===== config.mk =====
export PLATFORM = sky130hd
export DESIGN_NAME = distribuidor
export DESIGN_NICKNAME = d
export VERILOG_FILES = /design/src/rtl/distribuidor_pkg.sv /design/src/rtl/distribuidor_pontuador.sv /design/src/rtl/distribuidor.sv
export SDC_FILE = /design/constraint.sdc
export NUM_CORES = 1
export LEC_CHECK = 0
export CAP_MARGIN = 20
export CELL_PAD_IN_SITES_DETAIL_PLACEMENT = 1
export CELL_PAD_IN_SITES_GLOBAL_PLACEMENT = 2
export CORE_UTILIZATION = 37
export CTS_CLUSTER_DIAMETER = 200
export DETAILED_ROUTE_END_ITERATION = 8
export GPL_TIMING_DRIVEN = 0
export PLACE_DENSITY = 0.89
export SYNTH_ARGS = -nofsm -noshare
export SYNTH_HDL_FRONTEND = slang
export SYNTH_SLANG_ARGS = --single-unit

===== constraint.sdc =====
create_clock -name clock -period 7.9 [get_ports clock]
set_input_delay 1.185 -clock clock [delete_from_list [all_inputs] [get_ports clock]]
set_output_delay 1.185 -clock clock [all_outputs]
set_load 0.05 [all_outputs]

===== src/rtl/distribuidor_pkg.sv =====
// Shared constants, state encoding and card/score helpers for the blackjack card dealer.
package distribuidor_pkg;

    localparam int DECK_SIZE_PADRAO = 52;

    localparam logic [3:0] CARTA_AS     = 4'd1;
    localparam logic [3:0] CARTA_FIGURA = 4'd11;
    localparam logic [3:0] VALOR_FIGURA = 4'd10;
    localparam logic [5:0] HARD_MAX     = 6'd63;
    localparam logic [4:0] PONTOS_MAX   = 5'd31;

    typedef enum logic [2:0] {
        OCIOSO     = 3'd0,
        PEDE_EMB   = 3'd1,
        ESPERA_EMB = 3'd2,
        PRONTO     = 3'd3,
        BUSCA      = 3'd4,
        ENTREGA    = 3'd5,
        VAZIO      = 3'd6
    } estado_t;

    function automatic logic carta_legal(input logic [3:0] codigo);
        return (codigo >= CARTA_AS) && (codigo <= CARTA_FIGURA);
    endfunction

    function automatic logic [3:0] valor_carta(input logic [3:0] codigo);
        return (codigo == CARTA_FIGURA) ? VALOR_FIGURA : codigo;
    endfunction

    // One ace counts as 11 whenever that does not bust the hand.
    function automatic logic [4:0] melhor_pontuacao(input logic [5:0] hard, input logic tem_as);
        logic [6:0] macio;
        macio = {1'b0, hard} + 7'd10;
        if (tem_as && (macio <= 7'd21)) begin
            return macio[4:0];
        end else if (hard > {1'b0, PONTOS_MAX}) begin
            return PONTOS_MAX;
        end else begin
            return hard[4:0];
        end
    endfunction

endpackage


===== src/rtl/distribuidor_pontuador.sv =====
// One blackjack hand: saturating hard sum, ace flag and registered best score.
module pontuador
    import distribuidor_pkg::*;
(
    input  logic       clock,
    input  logic       reset,
    input  logic       limpar,
    input  logic       somar,
    input  logic [3:0] valor,
    output logic [4:0] pontos
);

    logic [5:0] hard_r;
    logic [5:0] hard_prox_s;
    logic       tem_as_r;
    logic       tem_as_prox_s;
    logic [4:0] pontos_r;
    logic [6:0] soma_s;

    // Next hand contents from clear/add requests.
    always_comb begin
        soma_s        = {1'b0, hard_r} + {3'b000, valor};
        hard_prox_s   = hard_r;
        tem_as_prox_s = tem_as_r;
        if (limpar) begin
            hard_prox_s   = 6'd0;
            tem_as_prox_s = 1'b0;
        end else if (somar) begin
            hard_prox_s   = (soma_s > {1'b0, HARD_MAX}) ? HARD_MAX : soma_s[5:0];
            tem_as_prox_s = tem_as_r | (valor == CARTA_AS);
        end else begin
            hard_prox_s   = hard_r;
            tem_as_prox_s = tem_as_r;
        end
    end

    // Score is registered from the next-state values so it moves with the hand.
    always_ff @(posedge clock) begin
        if (reset) begin
            hard_r   <= 6'd0;
            tem_as_r <= 1'b0;
            pontos_r <= 5'd0;
        end else begin
            hard_r   <= hard_prox_s;
            tem_as_r <= tem_as_prox_s;
            pontos_r <= melhor_pontuacao(hard_prox_s, tem_as_prox_s);
        end
    end

    assign pontos = pontos_r;

endmodule


===== src/rtl/distribuidor.sv =====
// Card dealer: shuffle handshake, deck pointer and card delivery to two hands.
module distribuidor #(
    parameter int DECK_SIZE       = distribuidor_pkg::DECK_SIZE_PADRAO,
    parameter int SHUFFLE_TIMEOUT = 1024
) (
    input  logic       clock,
    input  logic       reset,
    input  logic       novo_jogo,
    input  logic       pedir_carta,
    input  logic       destino,
    input  logic       embaralhar_ok,
    input  logic [3:0] q,
    output logic       embaralhar_start,
    output logic [5:0] ler_endereco,
    output logic [3:0] carta,
    output logic       carta_valida,
    output logic       pronto,
    output logic [4:0] soma_jogador,
    output logic [4:0] soma_dealer,
    output logic       baralho_vazio,
    output logic       erro
);

    import distribuidor_pkg::*;

    localparam int             TW              = $clog2(SHUFFLE_TIMEOUT + 1);
    localparam logic [TW-1:0]  ESPERA_ULTIMO   = TW'(SHUFFLE_TIMEOUT - 1);
    localparam logic [5:0]     PONTEIRO_ULTIMO = 6'(DECK_SIZE - 1);

    estado_t       estado_r;
    logic [5:0]    ponteiro_r;
    logic [TW-1:0] espera_r;
    logic          destino_r;
    logic [3:0]    carta_r;
    logic          carta_valida_r;
    logic          start_r;
    logic          pronto_r;
    logic          vazio_r;
    logic          erro_r;
    logic          limpar_s;
    logic          somar_j_s;
    logic          somar_d_s;

    assign limpar_s  = novo_jogo & ((estado_r == OCIOSO) | (estado_r == PRONTO));
    assign somar_j_s = (estado_r == ENTREGA) & ~destino_r;
    assign somar_d_s = (estado_r == ENTREGA) & destino_r;

    // Dealer FSM with pointer, timeout counter and registered outputs.
    always_ff @(posedge clock) begin
        if (reset) begin
            estado_r       <= OCIOSO;
            ponteiro_r     <= 6'd0;
            espera_r       <= '0;
            destino_r      <= 1'b0;
            carta_r        <= 4'd0;
            carta_valida_r <= 1'b0;
            start_r        <= 1'b0;
            pronto_r       <= 1'b0;
            vazio_r        <= 1'b0;
            erro_r         <= 1'b0;
        end else begin
            carta_valida_r <= 1'b0;
            start_r        <= 1'b0;
            case (estado_r)
                OCIOSO: begin
                    if (novo_jogo && embaralhar_ok) begin
                        estado_r <= PRONTO;
                        pronto_r <= 1'b1;
                    end else if (novo_jogo) begin
                        estado_r <= PEDE_EMB;
                        start_r  <= 1'b1;
                    end else begin
                        estado_r <= OCIOSO;
                    end
                end
                PEDE_EMB: begin
                    estado_r <= ESPERA_EMB;
                    espera_r <= '0;
                end
                ESPERA_EMB: begin
                    if (embaralhar_ok) begin
                        estado_r <= PRONTO;
                        pronto_r <= 1'b1;
                    end else if (espera_r == ESPERA_ULTIMO) begin
                        estado_r <= OCIOSO;
                        erro_r   <= 1'b1;
                    end else begin
                        espera_r <= espera_r + TW'(1);
                    end
                end
                PRONTO: begin
                    // A new round beats a simultaneous draw request.
                    if (novo_jogo && !embaralhar_ok) begin
                        estado_r <= PEDE_EMB;
                        pronto_r <= 1'b0;
                        start_r  <= 1'b1;
                    end else if (novo_jogo) begin
                        estado_r <= PRONTO;
                    end else if (pedir_carta) begin
                        estado_r  <= BUSCA;
                        pronto_r  <= 1'b0;
                        destino_r <= destino;
                    end else begin
                        estado_r <= PRONTO;
                    end
                end
                BUSCA: begin
                    if (carta_legal(q)) begin
                        estado_r       <= ENTREGA;
                        carta_r        <= valor_carta(q);
                        carta_valida_r <= 1'b1;
                    end else begin
                        estado_r <= PRONTO;
                        pronto_r <= 1'b1;
                        erro_r   <= 1'b1;
                    end
                end
                ENTREGA: begin
                    ponteiro_r <= ponteiro_r + 6'd1;
                    if (ponteiro_r == PONTEIRO_ULTIMO) begin
                        estado_r <= VAZIO;
                        vazio_r  <= 1'b1;
                    end else begin
                        estado_r <= PRONTO;
                        pronto_r <= 1'b1;
                    end
                end
                VAZIO: begin
                    estado_r <= VAZIO;
                end
                default: begin
                    estado_r <= OCIOSO;
                    pronto_r <= 1'b0;
                end
            endcase
        end
    end

    pontuador u_mao_jogador (
        .clock  (clock),
        .reset  (reset),
        .limpar (limpar_s),
        .somar  (somar_j_s),
        .valor  (carta_r),
        .pontos (soma_jogador)
    );

    pontuador u_mao_dealer (
        .clock  (clock),
        .reset  (reset),
        .limpar (limpar_s),
        .somar  (somar_d_s),
        .valor  (carta_r),
        .pontos (soma_dealer)
    );

    assign embaralhar_start = start_r;
    assign ler_endereco     = ponteiro_r;
    assign carta            = carta_r;
    assign carta_valida     = carta_valida_r;
    assign pronto           = pronto_r;
    assign baralho_vazio    = vazio_r;
    assign erro             = erro_r;

endmodule


# Word level (Yosys, flattened, before mapping)
# Index checks and enable logic that the tools add are counted.
# word_totals
in_bits,10
word_cells,122
reg_bits,54
output_inout_bits,25
# op_classes
n_addsub,6
magnitude_cmp,8
n_reduce_logical,17
n_eq_ne,20
mux,44
bitwise,11
# op_table
op,n
$mux 6,6
$mux 11,2
$pmux 11 s2,1
$mux 3,7
$pmux 3 s7,1
$mux 5,4
$mux 1,18
$add 6x4->7,2
$add 6x4->7 const B,2
$gt 7x6->1 const B,2
$le 7x5->1 const B,2
$gt 6x5->1 const B,2
$ne 2x2->1 const B,6
$add 11x1->11 const B,1
$eq 11x10->1 const B,1
$eq 3x3->1 const B,3
$reduce_and 4->1,2
$reduce_and 7->1,1
$add 6x1->6 const B,1
$eq 3x2->1 const B,2
$eq 6x6->1 const B,1
$ne 3x2->1 const B,2
$pmux 1 s6,1
$logic_and 1x1->1,5
19 further kinds,31

# Depth between registers and ports, before layout
# Gate-level depths: netlist of the first run.
# logic_depth
depth_word,9
depth_mapped,14
depth_no_buf,14

# Modules after synthesis
# Synthesis of the first run repeated with hierarchy kept, for this count alone.
# unflattened
hier_cells,419
hier_area_um2,3588.4
# modules_own_cells
mod,area_per_inst_um2,cells_per_inst,n_inst,seq_area_each_um2
distribuidor,1542.7,179,1,600.6
pontuador at u_mao_dealer,1136.1,133,1,240.2
pontuador at u_mao_jogador,909.6,107,1,240.2

# Worst setup path after synthesis of the first run
# OpenSTA, ideal clock, no wires.
# synth_path
path_kind,reg2reg
start,"register carta_r[0], in the netlist carta[0]"
end,"register u_mao_jogador.pontos_r[3], in the netlist u_mao_jogador.pontos[3]"
setup_slack_ns,4.200
setup_ns,0.117
arrival_time_ns,3.583
n_path_buf,0
synth_period_minus_slack_ns,3.700
path_stages_with_launch,15
required_time_ns,7.783
path_cell_list,dfxtp_1 > ha_1 > fa_1 > a211oi_1 > o21ai_2 > o22ai_1 > nand2b_1 > inv_1 > ha_1 > a211oi_1 > a211oi_1 > nor4_1 > a211oi_2 > or2_4 > a22o_1
# synth_via
elab_chain_cells,9
word_cells_on_any_way,15
cone_classes,2 x add/sub; 3 x order compare; 1 x eq/ne; 7 x mux; 1 x bitwise; 1 x reduce/logical
# synth_rtl
item,line_no,text
"start, declared",distribuidor.sv:34,logic [3:0] carta_r;
"start signal, assigned",distribuidor.sv:110,carta_r <= valor_carta(q);
$add 6x4->7 *,distribuidor_pontuador.sv:22,"soma_s = {1'b0, hard_r} + {3'b000, valor};"
$gt 7x6->1,distribuidor_pontuador.sv:29,"hard_prox_s = (soma_s > {1'b0, HARD_MAX}) ? HARD_MAX : soma_s[5:0];"
$mux 6 *,distribuidor_pontuador.sv:29,
$mux 6 *,distribuidor_pontuador.sv:28,end else if (somar) begin
$mux 6 *,distribuidor_pontuador.sv:25,if (limpar) begin
named net u_mao_jogador.hard_prox_s[2],distribuidor_pontuador.sv:14,logic [5:0] hard_prox_s;
$add 6x4->7,distribuidor_pkg.sv:33,"macio = {1'b0, hard} + 7'd10;"
$le 7x5->1,distribuidor_pkg.sv:34,if (tem_as && (macio <= 7'd21)) begin
$logic_and 1x1->1,distribuidor_pkg.sv:34,
$mux 5 *,distribuidor_pkg.sv:34,
"end signal, assigned",distribuidor_pontuador.sv:46,"pontos_r <= melhor_pontuacao(hard_prox_s, tem_as_prox_s);"
"end, declared",distribuidor_pontuador.sv:17,logic [4:0] pontos_r;
# The timed path passes the listed nets; every way through them passes the cells marked *.
# A chain may end at the register's enable or synchronous reset.

# Worst setup path in the final report of the first run
# layout_path
start,input novo_jogo
end,"register u_mao_dealer.pontos_r[2], in the netlist u_mao_dealer.pontos[2]"
# layout_via
elab_chain_cells,6
word_cells_on_any_way,9
cone_classes,1 x add/sub; 2 x order compare; 4 x mux; 1 x bitwise; 1 x reduce/logical
# layout_rtl
item,line_no,text
"start, declared",distribuidor.sv:8,"input logic novo_jogo,"
$and 1x1->1 *,distribuidor.sv:44,assign limpar_s = novo_jogo & ((estado_r == OCIOSO) | (estado_r == PRONTO));
$mux 6 *,distribuidor_pontuador.sv:25,
named net u_mao_dealer.hard_prox_s[2],distribuidor_pontuador.sv:14,
$add 6x4->7,distribuidor_pkg.sv:33,
$le 7x5->1,distribuidor_pkg.sv:34,
$logic_and 1x1->1,distribuidor_pkg.sv:34,
$mux 5 *,distribuidor_pkg.sv:34,
"end signal, assigned",distribuidor_pontuador.sv:46,
"end, declared",distribuidor_pontuador.sv:17,
# Marks and branches as above.

==> metrics list, run 1 <==
- Total via count in the routed design: ~3.1k
- Data on the critical path arrives at its endpoint at 4440 ps.
- 1st-pass router iterations: 4
- After clock tree synthesis, the flow added hold-fix buffers numbering 0.
- Row generation in the floorplan step produced 34 rows.
* Antenna Violating Nets Remaining: 0
- In this run the cell area of the synthesized design comes to 0.00338 mm^2.
* Buffers on Ports: 32
- Clock H-tree levels: 2
- The worst path in the final design needs a cycle of about 4200 ps, including I/O delays and setup.
* TritonCTS Sinks: 54
- Leakage power: 1.56 nW
- The congestion estimate from routability-driven global placement came to 0.862.
- Highest clock frequency the design can meet: 0.236 GHz
- The flow ran to the end, and the final reports show no timing, DRC or antenna violations.
* Post-route worst setup slack: ~3700 ps
- Switching part of the total power: 0.280
- After synthesis, the netlist uses 76 different library cells.
- Dividing the final minimum period by the clock period gives 0.537.
- Clock latency reported for the late side of the worst-skew pair: 310 ps
- Routed len/inst: 16.6 um
- Chain of cells forming the critical path: clkdlybuf4s50_1, nor2b_1, nand3_1, buf_2, nand2_1, inv_1, ha_1, a21o_1, a211oi_2, nor2_2, a211oi_2, mux2_1
- The die is 97.6 um tall.
- The longest clock path from root to sink contains 2 buffers.
- Largest incremental delay on the critical path: 610 ps
- Dividing the detail-routed via count by the number of cells gives 5.64.
* Setup TNS after final layout: 0 ps
- Headroom to the max-slew limit came out at 0.323.
* Most frequent cell after synthesis: sky130_fd_sc_hd__nor2_1
- Internal power: between 0.3 and 0.4 mW
- The share of total power dissipated in the clock network is 0.316.
- The tool flagged a number of max-cap violations equal to 0.
- Via count of the first global-routing pass: ~3.1k
- Class of the tightest hold or removal check: flip-flop to flip-flop
- Worst Path Buf+Inv: 3
- First-iteration detailed-routing DRC count: 92
* Endpoints failing setup: 0
* Final max-slew violation count: 0
* Sequential share of the synthesized area: 0.319
- Of the post-synthesis cell area, the dominant cell type holds 0.319.
- Overall power consumption after layout is estimated at 0.496 mW.
- In this run the power spent charging and discharging nets is approximately 0.14 mW.
- Entering global routing, the biggest net connects 17 pins.
- The critical path in this run is classified as primary input to flip-flop.
- Sorting the synthesized cells by how often they occur yields sky130_fd_sc_hd__nor2_1, sky130_fd_sc_hd__dfxtp_1, sky130_fd_sc_hd__nand2_1.
- The number of nets in the synthesized netlist is between 400 and 500.
- In the global route stage, overall resource usage came out at 0.205.
- Die X-Extent: 97.6 um
* Number of buffers added by the clock tree synthesis step: 5
- For this configuration, the core starts out at a cell density of 0.384.
- Placeable core region: slightly below 0.009 mm^2
* Synthesized instance count: 400
* Share of power burned in combinational logic: 0.123
* Global-route wire length before repair: roughly 16 mm
- In this run the mean area of a mapped cell was 8.46 um^2.
- Sum of routed wire length over all layers: 9.09 mm
* Number of flops mapped to enable cells by yosys: 0
* Net count of the finished layout: 467
- Of the cells placed in the final design, the portion with a size suffix greater than 1 is 0.0866.
- STA classifies the critical path startpoint as a primary input.
- Core Util, Final: 0.446
- Fraction of registers with async set/reset: 0
- Slew @ Worst Pin: 1000 ps
- Setup repair after global routing left no endpoint under its margin.
- After global routing the overflow that remains totals 0.
- Among all stages on the critical path, the largest delay is contributed by sky130_fd_sc_hd__clkdlybuf4s50_1.
- Worst EP required: ~8100 ps
* Sequential Power Share: 0.561
- The count of final hold-check violations was 0.
- From synthesis to final layout, the design area changed by 15.9%.
* Residual DRC: 0
* CP Capture Type: flip-flop
- Synthesis Warnings: 0
* Most common flop cell mapped by yosys: sky130_fd_sc_hd__dfxtp_1
- Clock-pin slew of the registers on the worst-case setup and hold paths: 100 ps
- Pre-CTS WS: 3310 ps
- Antenna cells: 0
- CTS placed an instance of sky130_fd_sc_hd__clkbuf_8 at the clock tree root.
- Counting stages on the worst path, the most repeated cell is sky130_fd_sc_hd__a211oi_2.
* Synthesis-stage register bit count: 54
- After legalization and detailed placement, the total HPWL measured 7.10 mm.
- In this run the worst path has a maximum fanout of 10.
- Initial antenna violation count: 0
- Post-CTS setup repair buffer count: 0
- TritonCTS clock tree: yes
* VDD IR-drop max: around 0.073 mV
- The floorplan step defined a die boundary enclosing 0.00953 mm^2.
* Clock skew: roughly 6 ps
- In this run, post-CTS repair resized a total of 0 instances.
- Yosys attributes the largest share of cell area to sky130_fd_sc_hd__dfxtp_1, sky130_fd_sc_hd__nor2_1, sky130_fd_sc_hd__ha_1.
- Power per standard cell area: 126 mW/mm^2
- The kind of cell with the highest combined delay along the critical path is buffers and inverters.
- Number of placed I/O pins: 35
- Cell type with the highest aggregate area in the netlist: sky130_fd_sc_hd__dfxtp_1
-- logic make-up after synthesis --
family          after synthesis  synth area share
flops                        54             0.319
xor+xnor                     17            0.0440
fa+ha+maj                    18            0.0710
buf+inv                      26            0.0347
simple gates                165             0.254
compound gates              111             0.249
mux                           9            0.0277
-- worst register-to-register path: stages (launching register included) --
cell and delay [ps]:
sky130_fd_sc_hd__dfxtp_1 400, sky130_fd_sc_hd__ha_1 290, sky130_fd_sc_hd__fa_1 480, sky130_fd_sc_hd__a211oi_1 370, sky130_fd_sc_hd__o21ai_2 190, sky130_fd_sc_hd__o22ai_1 330, sky130_fd_sc_hd__nand2b_1 240, sky130_fd_sc_hd__inv_1 90
sky130_fd_sc_hd__ha_1 270, sky130_fd_sc_hd__a211oi_1 230, sky130_fd_sc_hd__a211oi_1 120, sky130_fd_sc_hd__nor4_1 300, sky130_fd_sc_hd__a211oi_2 100, sky130_fd_sc_hd__or2_4 280, sky130_fd_sc_hd__a221oi_2 240
-- cell type report --
type	count	area (um^2)
multi-input cells	320	2190
plain buffers	15	76.3
clock buffers	5	68.8
fillers	1080	4880
clock inverters	2	15.0
inverters	11	41.3
flip-flops and latches	54	1080
well taps	108	135
repair buffers	32	320
-- sequential cells by signal (all words and copies together) (netlist names), 3 cells and up --
register,flops
u_mao_jogador.hard_r,6
espera_r,11
u_mao_dealer.pontos,5
estado_r,3
carta,4
u_mao_jogador.pontos,5
u_mao_dealer.hard_r,6
ler_endereco,6
-- layer usage --
metal  global-route usage  share of wire  vias up  wire length (um)
li1                     -              -     1536                 -
met1                0.276           0.49     1520              4430
met2                0.345           0.48       22              4410
met3               0.0266          0.017        9               154
met4               0.0513          0.011        0               104
met5                    0              0        -                 0
-- power groups by stage --
stage                     registers (mW)  logic (mW)  clock network (mW)
final                              0.278      0.0611               0.156
after global placement             0.284      0.0605                   0
after global routing               0.279      0.0673               0.173
after detailed placement           0.284      0.0615                   0
after CTS                          0.278      0.0618               0.162
after floorplan                    0.288      0.0369                   0
-- final timing paths --
path / from / endpoint / slack (ps) / cells after the start
worst min-delay path: baralho_vazio / baralho_vazio / 500 / 2
worst min register to register: baralho_vazio / baralho_vazio / 500 / 2
worst max register to register: carta[0] / u_mao_jogador.pontos[4] / 3900 / 14
worst max-delay path: novo_jogo / u_mao_dealer.pontos[2] / 3660 / 12
-- layout by cell type, fill, tap and decap left out, types with 9 or more instances in the layout --
| master | netlist | final |
|---|---|---|
| sky130_fd_sc_hd__nor2_1 | 56 | 56 |
| sky130_fd_sc_hd__dfxtp_1 | 54 | 54 |
| sky130_fd_sc_hd__clkdlybuf4s50_1 | 0 | 32 |
| sky130_fd_sc_hd__nand2_1 | 30 | 30 |
| sky130_fd_sc_hd__a21oi_1 | 25 | 25 |
| sky130_fd_sc_hd__o21ai_0 | 18 | 18 |
| sky130_fd_sc_hd__ha_1 | 16 | 16 |
| sky130_fd_sc_hd__nand3_1 | 15 | 15 |
| sky130_fd_sc_hd__xor2_1 | 12 | 12 |
| sky130_fd_sc_hd__nor3_1 | 12 | 12 |
| sky130_fd_sc_hd__inv_1 | 10 | 10 |
| sky130_fd_sc_hd__clkbuf_1 | 10 | 10 |
| sky130_fd_sc_hd__nand2b_1 | 9 | 9 |
-- stage by stage --
step	hold WS [ps]	instances	area [um^2]
3_5_place_dp	475	540	3840
3_3_place_gp	450	540	3840
6_report	496	547	3920
2_1_floorplan	459	400	3380
5_1_grt	535	547	3920
4_1_cts	500	547	3920
Note: power is estimated with default switching activity, not from simulation.
==> run 2, diff against run 1 <==
Settings changed: CORE_UTILIZATION 37 to 35, PLACE_DENSITY 0.89 to 0.85.
Clock period 7.9 ns to 4.14 ns, I/O delays scaled along.
==> run 2 against run 1 <==
Against the previous run: register-to-register slack got worse by 3600 ps; sequential share of layout area decreased by 0.24 points; die area increased by 5.6%; non-clock buffer count unchanged; count of clock-buffer cells in the layout increased by 1; critical endpoint is now u_mao_jogador.pontos[3]; largest power group unchanged; highest routed layer unchanged.
==> metrics list, run 2 (synthesis results as in run 1) <==
- The run finished with clean final reports.
- The power density of the placed cells was 240 mW/mm^2 (+90%).
- The maximum buffer depth of the clock tree is 2 (unchanged).
* Global-route wire length before repair: 15.2 mm (-2.7%)
- The worst slew slack as a fraction of its limit was 0.316 (-0.00781).
- Most frequent cells in the layout: sky130_fd_sc_hd__nor2_1, sky130_fd_sc_hd__dfxtp_1, sky130_fd_sc_hd__clkdlybuf4s50_1, sky130_fd_sc_hd__nand2_1, sky130_fd_sc_hd__a21oi_1
- Setup TNS after final layout: 0 ps (unchanged)
- Number of placed I/O pins: 35 (unchanged)
- The data required time at the worst endpoint was 4350 ps (-3750 ps).
- The weighted congestion at the end of routability-driven global placement came to 0.797 (-7.5%).
- The slowest stage of the critical path belongs to the cell sky130_fd_sc_hd__fa_1.
- The total congestion overflow is 0 (unchanged).
* Area delta synth->final: 16.9%
- The area of the multi-input gates was 0.00220 mm^2 (+0.52%).
* Sum of routed wire length over all layers: 9.18 mm (+0.95%)
* Initial antenna violation count: 0 (unchanged)
* Residual DRC: 0 (unchanged)
- Clock H-tree levels: 2 (unchanged)
- Endpoint arrival time on the critical path: 4020 ps (-420 ps)
- Placeable core region: 0.00928 mm^2 (+5.4%)
- The overall routing resource usage is 0.192 (-0.0134).
- The share of layout cells above drive strength 1 is 0.0888 (+0.00228).
- Top register by number of flip-flops: espera_r
- The horizontal die dimension was 100 um (+2.8%).
- Final Hold Violating Endpoints: 0 (unchanged)
- The delay of the slowest cell on the worst path is 470 ps (-140 ps).
- The antenna diode count is 0 (unchanged).
- Endpoints failing setup: 0 (unchanged)
- The final count of pins violating max slew was 0 (unchanged).
- The number of global-route vias before repair is 3109 (-0.58%).
* Buffers on Ports: 32 (unchanged)
- Die extent in y: 100 um (+2.8%)
- The HPWL after detailed placement came to 7.17 mm (+1.1%).
- Clock tree synthesis selected as its root buffer the cell sky130_fd_sc_hd__clkbuf_8.
- Dividing the final minimum period by the clock period gives 0.920.
* Total via count in the routed design: 3091 (+0.13%)
- Slew @ Worst Pin: 1020 ps (+11.6 ps)
* 1st-pass router iterations: 4 (unchanged)
* Clock-pin slew of the registers on the worst-case setup and hold paths: 100 ps (about the same)
- The effective utilization at floorplan is 0.365 (-0.0198).
- Chain of cells forming the critical path: ha_1, fa_1, a211oi_2, o21ai_2, o22ai_2, nand2b_1, inv_1, ha_1, a211oi_1, a211oi_1, nor4_1, a211oi_2, or2_4, a22o_1
- The clock buffer count from CTS is 5 (unchanged).
- The per-cell via count in the routed design was 5.44 (-3.6%).
- The top fanout value on the critical path came to 6 (-4).
- Largest register FFs: 11 (unchanged)
- STA classifies the critical path startpoint as a flip-flop.
* Time the worst path needs with I/O delays and setup: 3810 ps
* Setup repair after global routing missed its margin: false
* Switching power total: 0.267 mW (+92%)
- Core Util, Final: 0.426 (-0.0193)
- Die footprint: 0.0101 mm^2 (+5.6%)
* Number of buffers inserted by hold repair at cts: 0 (unchanged)
- The fraction of power spent switching nets was 0.281 (+0.00130).
- TritonCTS built the clock tree.
- Leakage power: 1.57 nW (+0.18%)
- The count of filler cells inserted in the layout is 1133 (+4.9%).
- The DRC marker count from the first detailed-route iteration came to 131 (+42%).
- Internal power: 0.682 mW (+91%)
* Type of the setup path with the least slack: flip-flop to flip-flop
- The number of clock sinks is 54 (unchanged).
* Clk network pwr share: 0.316 (about the same)
- Net count of the finished layout: 467 (unchanged)
- Routed len/inst: 16.2 um (-2.8%)
- Area after detailed placement: 0.00387 mm^2 (+0.68%)
- The post-route antenna net violation count was 0 (unchanged).
- The library cell used most frequently in the layout, excluding fill and tap cells, is sky130_fd_sc_hd__nor2_1.
* Number of core rows: 35 (+2.9%)
- The combinational share of power was 0.124 (about the same).
- Area of all sequential standard cells: 0.00108 mm^2 (unchanged)
- The latest clock arrival within the worst-skew pair is 310 ps (about the same).
- Final Cell Area: 0.00396 mm^2 (+0.86%)
- Class of the tightest hold or removal check: flip-flop to flip-flop
- The count of maximum capacitance violations was 0 (unchanged).
- Clock skew: 7.15 ps (+1.08 ps)
- The peak supply drop was 0.117 mV (+60%).
- The sequential fraction of design power came to 0.560 (about the same).
- Pin count of the biggest net entering global routing: 16 (-1)
- For this run, the top clock speed supported by timing is ~0.26 GHz.
- STA classifies the critical path endpoint as a flip-flop.
run 2: changes by cell type in the layout (fill, tap and decap cells not counted), sizes merged:
cell,before,now
clkinvlp,2,1
clkbuf,15,16
run 2: path summary, 6_finish.rpt:
check	slack (ps)	endpoint	cells after the start	startpoint
max	330	u_mao_jogador.pontos[3]	14	carta[0]
min	470	erro	2	erro
max reg2reg	330	u_mao_jogador.pontos[3]	14	carta[0]
min reg2reg	470	erro	2	erro
run 2: repair_timing:
item | CTS | global route
setup endpoints to repair | 0 | 5
buffers inserted | 0 | 0
gates resized for setup | 0 | 2
run 2: critical path, delay by kind of cell, from the launching register on:
family / cells / cell delay [ps]
buffers and inverters: 1 / 90
flip-flops: 1 / 410
adder cells (fa/ha/maj): 3 / 1040
AO/OA/AOI/OAI: 7 / 1360
AND/OR/NAND/NOR: 3 / 820
run 2: through the flow:
step	setup WS [ps]	hold WS, ps	cells	power, mW
2_1_floorplan	440	459	400	0.619
3_3_place_gp	138	449	561	0.659
3_5_place_dp	96.8	457	561	0.661
4_1_cts	61.4	483	568	0.963
5_1_grt	24.0	520	568	0.991
6_report	333	474	568	0.948
run 2: final cells by class:
cell class | instances | area share
plain buffers | 15 | 0.0193
inverters | 11 | 0.0104
multi-input cells | 320 | 0.555
flip-flops and latches | 54 | 0.273
repair buffers | 32 | 0.0809
clock buffers | 6 | 0.0183
clock inverters | 1 | 0.00190
well taps | 129 | 0.0408
run 2: routing by layer:
layer	vias to the layer above	routed length (um)	global-route usage
li1	1536	-	-
met1	1519	4500	0.253
met2	29	4460	0.330
met3	7	117	0.0223
met4	0	98	0.0524
met5	-	0	0
run 2: power by group through the flow:
stage | sequential, mW | clock, mW | combinational [mW]
floorplan | 0.549 | 0 | 0.0704
global placement | 0.543 | 0 | 0.116
detailed placement | 0.543 | 0 | 0.118
CTS | 0.531 | 0.313 | 0.118
global route | 0.532 | 0.330 | 0.129
finish | 0.531 | 0.300 | 0.118
